==> src/rtl/wb_port_arbiter.sv <==
// Register-file write-port arbiter between the WB stage and a long-latency unit.
// Optional same-cycle LLU bypass when idle: define WBARB_BYPASS_EN.
module wb_port_arbiter #(
    parameter int unsigned WIDTH        = 32,
    parameter int unsigned ADDR_W       = 4,
    parameter int unsigned STARVE_LIMIT = 4
) (
    input  logic              clk,
    input  logic              reset,
    input  logic              wb_regwrite,
    input  logic              wb_pcsrc,
    input  logic [ADDR_W-1:0] wb_wa3,
    input  logic [WIDTH-1:0]  wb_result,
    input  logic              llu_valid,
    output logic              llu_ready,
    input  logic [ADDR_W-1:0] llu_wa3,
    input  logic [WIDTH-1:0]  llu_data,
    output logic              rf_we,
    output logic [ADDR_W-1:0] rf_wa3,
    output logic [WIDTH-1:0]  rf_wd,
    output logic              stall_pipe,
    output logic              llu_pend,
    output logic [ADDR_W-1:0] llu_pend_wa3
);

    localparam logic [3:0] LIMIT = 4'(STARVE_LIMIT);

    typedef enum logic {
        EMPTY,
        HELD
    } state_t;

    state_t             r_state;
    logic [ADDR_W-1:0]  r_buf_wa3;
    logic [WIDTH-1:0]   r_buf_data;
    logic [3:0]         r_wait_cnt;

    logic w_buf_valid;
    logic w_grant_llu;
    logic w_xfer;
    logic w_bypass;
    logic w_load;

    assign w_buf_valid = (r_state == HELD);

    // A PC write always wins; otherwise the buffered (older) result goes first
    // when the pipeline is idle, the result is starving, or addresses collide.
    assign w_grant_llu = w_buf_valid && !(wb_regwrite && wb_pcsrc) &&
                         (!wb_regwrite || (r_wait_cnt == LIMIT) || (wb_wa3 == r_buf_wa3));

    assign llu_ready = !w_buf_valid || w_grant_llu;
    assign w_xfer    = llu_valid && llu_ready;

`ifdef WBARB_BYPASS_EN
    assign w_bypass = !w_buf_valid && llu_valid && !wb_regwrite;
`else
    assign w_bypass = 1'b0;
`endif

    assign w_load = w_xfer && !w_bypass;

    always_ff @(posedge clk or negedge reset) begin
        if (!reset) begin
            r_state    <= EMPTY;
            r_buf_wa3  <= '0;
            r_buf_data <= '0;
            r_wait_cnt <= '0;
        end else begin
            if (w_load) begin
                r_state    <= HELD;
                r_buf_wa3  <= llu_wa3;
                r_buf_data <= llu_data;
                r_wait_cnt <= '0;
            end else if (w_grant_llu) begin
                r_state    <= EMPTY;
                r_wait_cnt <= '0;
            end else if (w_buf_valid && (r_wait_cnt != LIMIT)) begin
                r_wait_cnt <= r_wait_cnt + 4'd1;
            end
        end
    end

    always_comb begin
        rf_we  = 1'b0;
        rf_wa3 = '0;
        rf_wd  = '0;
        if (w_grant_llu) begin
            rf_we  = 1'b1;
            rf_wa3 = r_buf_wa3;
            rf_wd  = r_buf_data;
        end else if (w_bypass) begin
            rf_we  = 1'b1;
            rf_wa3 = llu_wa3;
            rf_wd  = llu_data;
        end else if (wb_regwrite) begin
            rf_we  = 1'b1;
            rf_wa3 = wb_wa3;
            rf_wd  = wb_result;
        end
    end

    assign stall_pipe   = w_grant_llu && wb_regwrite;
    assign llu_pend     = w_buf_valid;
    assign llu_pend_wa3 = w_buf_valid ? r_buf_wa3 : '0;

endmodule

==> config.mk <==
export PLATFORM = sky130hd
export DESIGN_NAME = wb_port_arbiter
export DESIGN_NICKNAME = d
export VERILOG_FILES = /design/src/rtl/wb_port_arbiter.sv
export SDC_FILE = /design/constraint.sdc
export NUM_CORES = 1
export LEC_CHECK = 0
export CELL_PAD_IN_SITES_DETAIL_PLACEMENT = 1
export CELL_PAD_IN_SITES_GLOBAL_PLACEMENT = 1
export CORE_MARGIN = 5
export CORE_UTILIZATION = 29
export DETAILED_ROUTE_END_ITERATION = 7
export GPL_ROUTABILITY_DRIVEN = 0
export PLACE_DENSITY = 0.84
export SLEW_MARGIN = 30
export SYNTH_ARGS = -nofsm -noshare
export SYNTH_HDL_FRONTEND = slang
export SYNTH_SLANG_ARGS = --single-unit
==> constraint.sdc <==
create_clock -name clk -period 2.4 [get_ports clk]
set_input_delay 0.24 -clock clk [delete_from_list [all_inputs] [get_ports clk]]
set_output_delay 0.24 -clock clk [all_outputs]
set_load 0.05 [all_outputs]
# Word-level counts from Yosys, hierarchy flattened

Index checks and enable logic that the tools add are counted.

Register bits after elaboration: 41
Bits of input ports: 77
Output and inout port bits: 44
Word-level logic and storage cells: 34

$add $sub $neg: 1
Equal/unequal tests: 3
Mux-type cells: 12
Reduce and logical (&&, ||, !) cells: 14

Operator list:

| operator            | number |
|---|---|
| $mux 32             | 2 |
| $mux 4              | 6 |
| $logic_and 1x1->1   | 6 |
| $add 4x1->4 const B | 1 |
| $eq 4x3->1 const B  | 1 |
| $eq 4x4->1          | 1 |
| $mux 1              | 4 |
| $ne 4x3->1 const B  | 1 |
| $logic_not 1->1     | 3 |
| $logic_or 1x1->1    | 3 |
| $reduce_bool 3->1   | 1 |
| $reduce_bool 2->1   | 1 |

# Longest topological paths before layout

Depth after elaboration: 7
Depth in mapped cells: 7

# Worst setup path before layout

No wires, ideal clock.

Path type: register to output
Start point: register r_wait_cnt[0]
End point: output port rf_wa3[0]
Data arrival time: 1.981 ns
Data required time: 2.160 ns
Path slack: 0.179 ns
Stages on the path, launching flop included: 8
Buffers on the path: 1
Path through: dfrtp_1 -> inv_1 -> ha_1 -> and3b_1 -> a41o_1 -> a31oi_4 -> buf_2 -> a22o_1

Word-level cells in the longest chain between the ends: 5

RTL lines:

| what                           | RTL line | RTL |
|---|---|---|
| from (decl)                    | 36       | `logic [3:0] r_wait_cnt;` |
| from (signal assigned)         | 78       | `r_wait_cnt <= r_wait_cnt + 4'd1;` |
| $eq 4x3->1                     | 49       | `(!wb_regwrite \|\| (r_wait_cnt == LIMIT) \|\| (wb_wa3 == r_buf_wa3));` |
| $logic_or 1x1->1 (2 in series) | 49       |  |
| $logic_and 1x1->1              | 48       | `assign w_grant_llu = w_buf_valid && !(wb_regwrite && wb_pcsrc) &&` |
| $mux 4                         | 87       | `if (w_grant_llu) begin` |
| to (decl)                      | 19       | `output logic [ADDR_W-1:0] rf_wa3,` |

Every way passes these cells.

# Worst setup path after layout

Start point: register r_wait_cnt[1]
End point: output port rf_wd[12]

Word-level cells in the longest chain between the ends: 5

RTL lines:

| what                           | RTL line | RTL |
|---|---|---|
| $eq 4x3->1                     | 49       |  |
| $logic_or 1x1->1 (2 in series) | 49       |  |
| $logic_and 1x1->1              | 48       |  |
| $mux 32                        | 87       |  |
| to (decl)                      | 20       | `output logic [WIDTH-1:0] rf_wd,` |

Every way passes these cells.

==> metrics.md <==
| Metric | Value |
|---|---|
| Clock transition at the registers of the reported paths | `80 ps` |
| Final ANT Viol Nets | `0` |
| Total grt overflow | `0` |
| Final worst slack | `-14.60 ps` |
| Leak | `1.874 nW` |
| Slew @ Worst Pin | `561.5 ps` |
| H-tree depth | `2` |
| DRC violations left | `0` |
| FILL cells | `711` |
| Pwr Total | `3.453 mW` |
| Diodes inserted | `0` |
| Final period util | `1.006` |
| Setup crit end kind | `output port` |
| EDFF count, synth | `0` |
| Reg-to-reg startpoint | `r_buf_wa3[3]` |
| #FFs+latches synth | `41` |
| Final setup viols | `1` |
| Crit path kind | `reg -> out` |
| DRT iter0 DRCs | `59` |
| Worst hold path class | `in -> async` |
| WP data required | `2160 ps` |
| YS warnings | `0` |
| Height of the die | `96.00 µm` |
| CTS tree | `built` |
| Initial Utilization | `0.2973` |
| Max cap viols | `0` |
| Post-synthesis cell count | `170` |
| Max-slew violations | `0` |
| Clock Latency Late Sink | `290 ps` |
| Proportion of layout cells with a drive suffix above 1 | `0.4444` |
| Synth cell types | `32` |
| Initial antenna violation count | `0` |
| Async SR Flop Fraction | `1.000` |
| Startpoint types | `register` |
| Primary FF master, synth | `dfrtp_1` |
| Outcome | `finished, violations left` |
| F_max | `414.1 MHz` |
| Vias per cell | `4.936` |
| Hold Fails Final Rpt | `0` |
| Detailed Route WL | `8475 µm` |
| Final HPWL DP | `5854 µm` |
| Post-synthesis cell area | `0.002145 mm²` |
| CTS buffer count | `5` |
| Area delta synth->final | `108.5%` |
| Largest net degree at the start of global routing | `42` |
| Min Tclk post-route | `2415 ps` |
| Critical Path Slowest Stage Cell | `dfrtp_1` |
| Pwr per Cell Area | `772.3 mW/mm²` |
| CP cell instances | `inv_2, ha_4, and3b_1, a41o_1, a31oi_4, buf_6, clkbuf_16, a22o_1, buf_12` |
| Drt wl/cell | `20.93 µm` |
| RSZ-0062 raised after global routing | `yes` |
| Top delay family on crit path | `compound AO/OA/AOI/OAI gates` |
| Placed Area | `0.003918 mm²` |
| Reg2Reg Setup Slack | `300 ps` |
| Fin Clk Skew | `9.778 ps` |
| Root buffer selected by CTS | `clkbuf_8` |
| Failing checks | `negative setup slack` |
| Num Clock Sinks | `41` |
| Site Rows | `31` |
| Vias | `1,999` |
| IO Port Bufs | `120` |
| Nets | `385` |
| CP arrival | `2170 ps` |
| Die X | `96.00 µm` |
| Critical path startpoint | `r_wait_cnt[1]` |
| Max VDD drop | `0.0004570 V` |
| Crit-path max cell delay | `390 ps` |
| GRT Resource Usage Total | `0.1666` |
| Core area | `0.007214 mm²` |
| Synthesized Nets | `249` |
| WHS | `474.0 ps` |
| # IOs | `121` |
| RR Endpoint | `r_buf_data[2]` |
| Drt pass-1 iters | `4` |
| Syn avg cell area | `12.62 µm²` |
| CP bufs+invs | `4` |
| CTS max path bufs | `2` |
| Worst r2r path cells | `6` |
| Sequential area share after synthesis | `0.4784` |
| Die area | `0.009215 mm²` |
| First-pass GRT wire length | `11,600 µm` |
| Final Cell Area | `0.004472 mm²` |
| Slew HR | `0.6256` |
| Vias in the first global route | `2,273` |
| Worst-path maximum fanout | `8` |
## cell families after synthesis
logic type / after synthesis / share of synthesized area
muxes: 36 / 0.1890
AOI/OAI and AO/OA: 49 / 0.2030
xor gates and xnor gates: 4 / 0.01633
and+or+nand+nor: 21 / 0.05659
DFF: 41 / 0.4784
adders and majority gates: 2 / 0.01167
buffers and inverters: 17 / 0.04492
## power by group
part / switching, mW / leakage (nW) / internal, mW
clock: 0.241 / 0.0443 / 0.229
combinational: 0.933 / 1.35 / 1.04
sequential: 0.152 / 0.484 / 0.859
total: 1.33 / 1.87 / 2.13
## state kept, by name (all words and copies together), names as in the netlist
signal / cells
r_buf_data: 32
r_buf_wa3: 4
r_wait_cnt: 4
llu_pend: 1
## synthesized netlist by cell type (2+ instances only)
master	count	area (µm²)
nand2_1	3	11.26
mux2_2	31	349.1
mux2_1	5	56.30
xnor2_1	4	35.03
nor2b_1	2	12.51
buf_6	3	33.78
and2_1	5	31.28
a21oi_1	3	15.01
nand3_1	2	10.01
ha_1	2	25.02
dfrtp_1	41	1026
buf_2	8	40.04
inv_1	5	18.77
a22o_1	36	315.3
nand4_1	2	12.51
o21ai_0	2	10.01
## cell type report
cell class                      instances  area (µm²)  area share
Clock buffer                            7       86.33     0.01931
Tap cell                               99       123.9     0.02770
Inverter                                5       18.77    0.004197
Timing Repair Buffer                  141        1882      0.4208
Sequential cell                        41        1026      0.2294
Multi-Input combinational cell        112        1335      0.2985
## routing by layer
metal | wire, µm | global-route usage | vias to the layer above
li1 | - | - | 915
met1 | 3119 | 0.1737 | 996
met2 | 4583 | 0.3082 | 74
met3 | 633 | 0.06724 | 14
met4 | 138 | 0.04147 | 0
met5 | 0 | 0 | -
## repair_timing
action	CTS	global route
hold buffers	0	1
gates cloned	0	4
resized for setup	1	39
setup buffers	4	4
setup endpoints to repair	37	37
hold endpoints to repair	0	41
pin swaps	2	36
## cells in the final DEF (no fill, tap or decap), types with 2 or more instances in the layout
master / n
a22o_1: 6
dfrtp_1: 41
nand3_1: 2
inv_1: 3
a31oi_4: 2
and2_1: 5
clkbuf_16: 3
a21oi_1: 3
mux2_2: 31
inv_2: 2
buf_4: 8
buf_6: 4
xnor2_2: 3
a22o_4: 30
nand4_1: 2
nand2_1: 3
clkdlybuf4s50_1: 81
buf_12: 44
nor2b_1: 2
clkbuf_8: 6
o21ai_0: 2
mux2_1: 5
## worst max path at each step
stage	slack (ps)	cells past startpoint	end
after floorplan	180	7	rf_wa3[0]
after global placement	70	7	rf_wd[16]
after detailed placement	30	7	rf_wd[20]
after CTS	-5	8	rf_wd[10]
after global routing	-100	9	rf_wd[12]
final	-10	9	rf_wd[12]
## through the flow
step / instances / worst slack, ps / utilization / setup TNS, ps
after global placement: 385 / 73.28 / 0.5430 / 0
after detailed placement: 385 / 31.27 / 0.5430 / 0
final: 405 / -14.60 / 0.6198 / -14.60
after global routing: 405 / -99.11 / 0.6198 / -2062
after floorplan: 170 / 179.3 / - / 0
after CTS: 396 / -5.102 / 0.5604 / -16.59
Power figures use the tool's default switching activity.
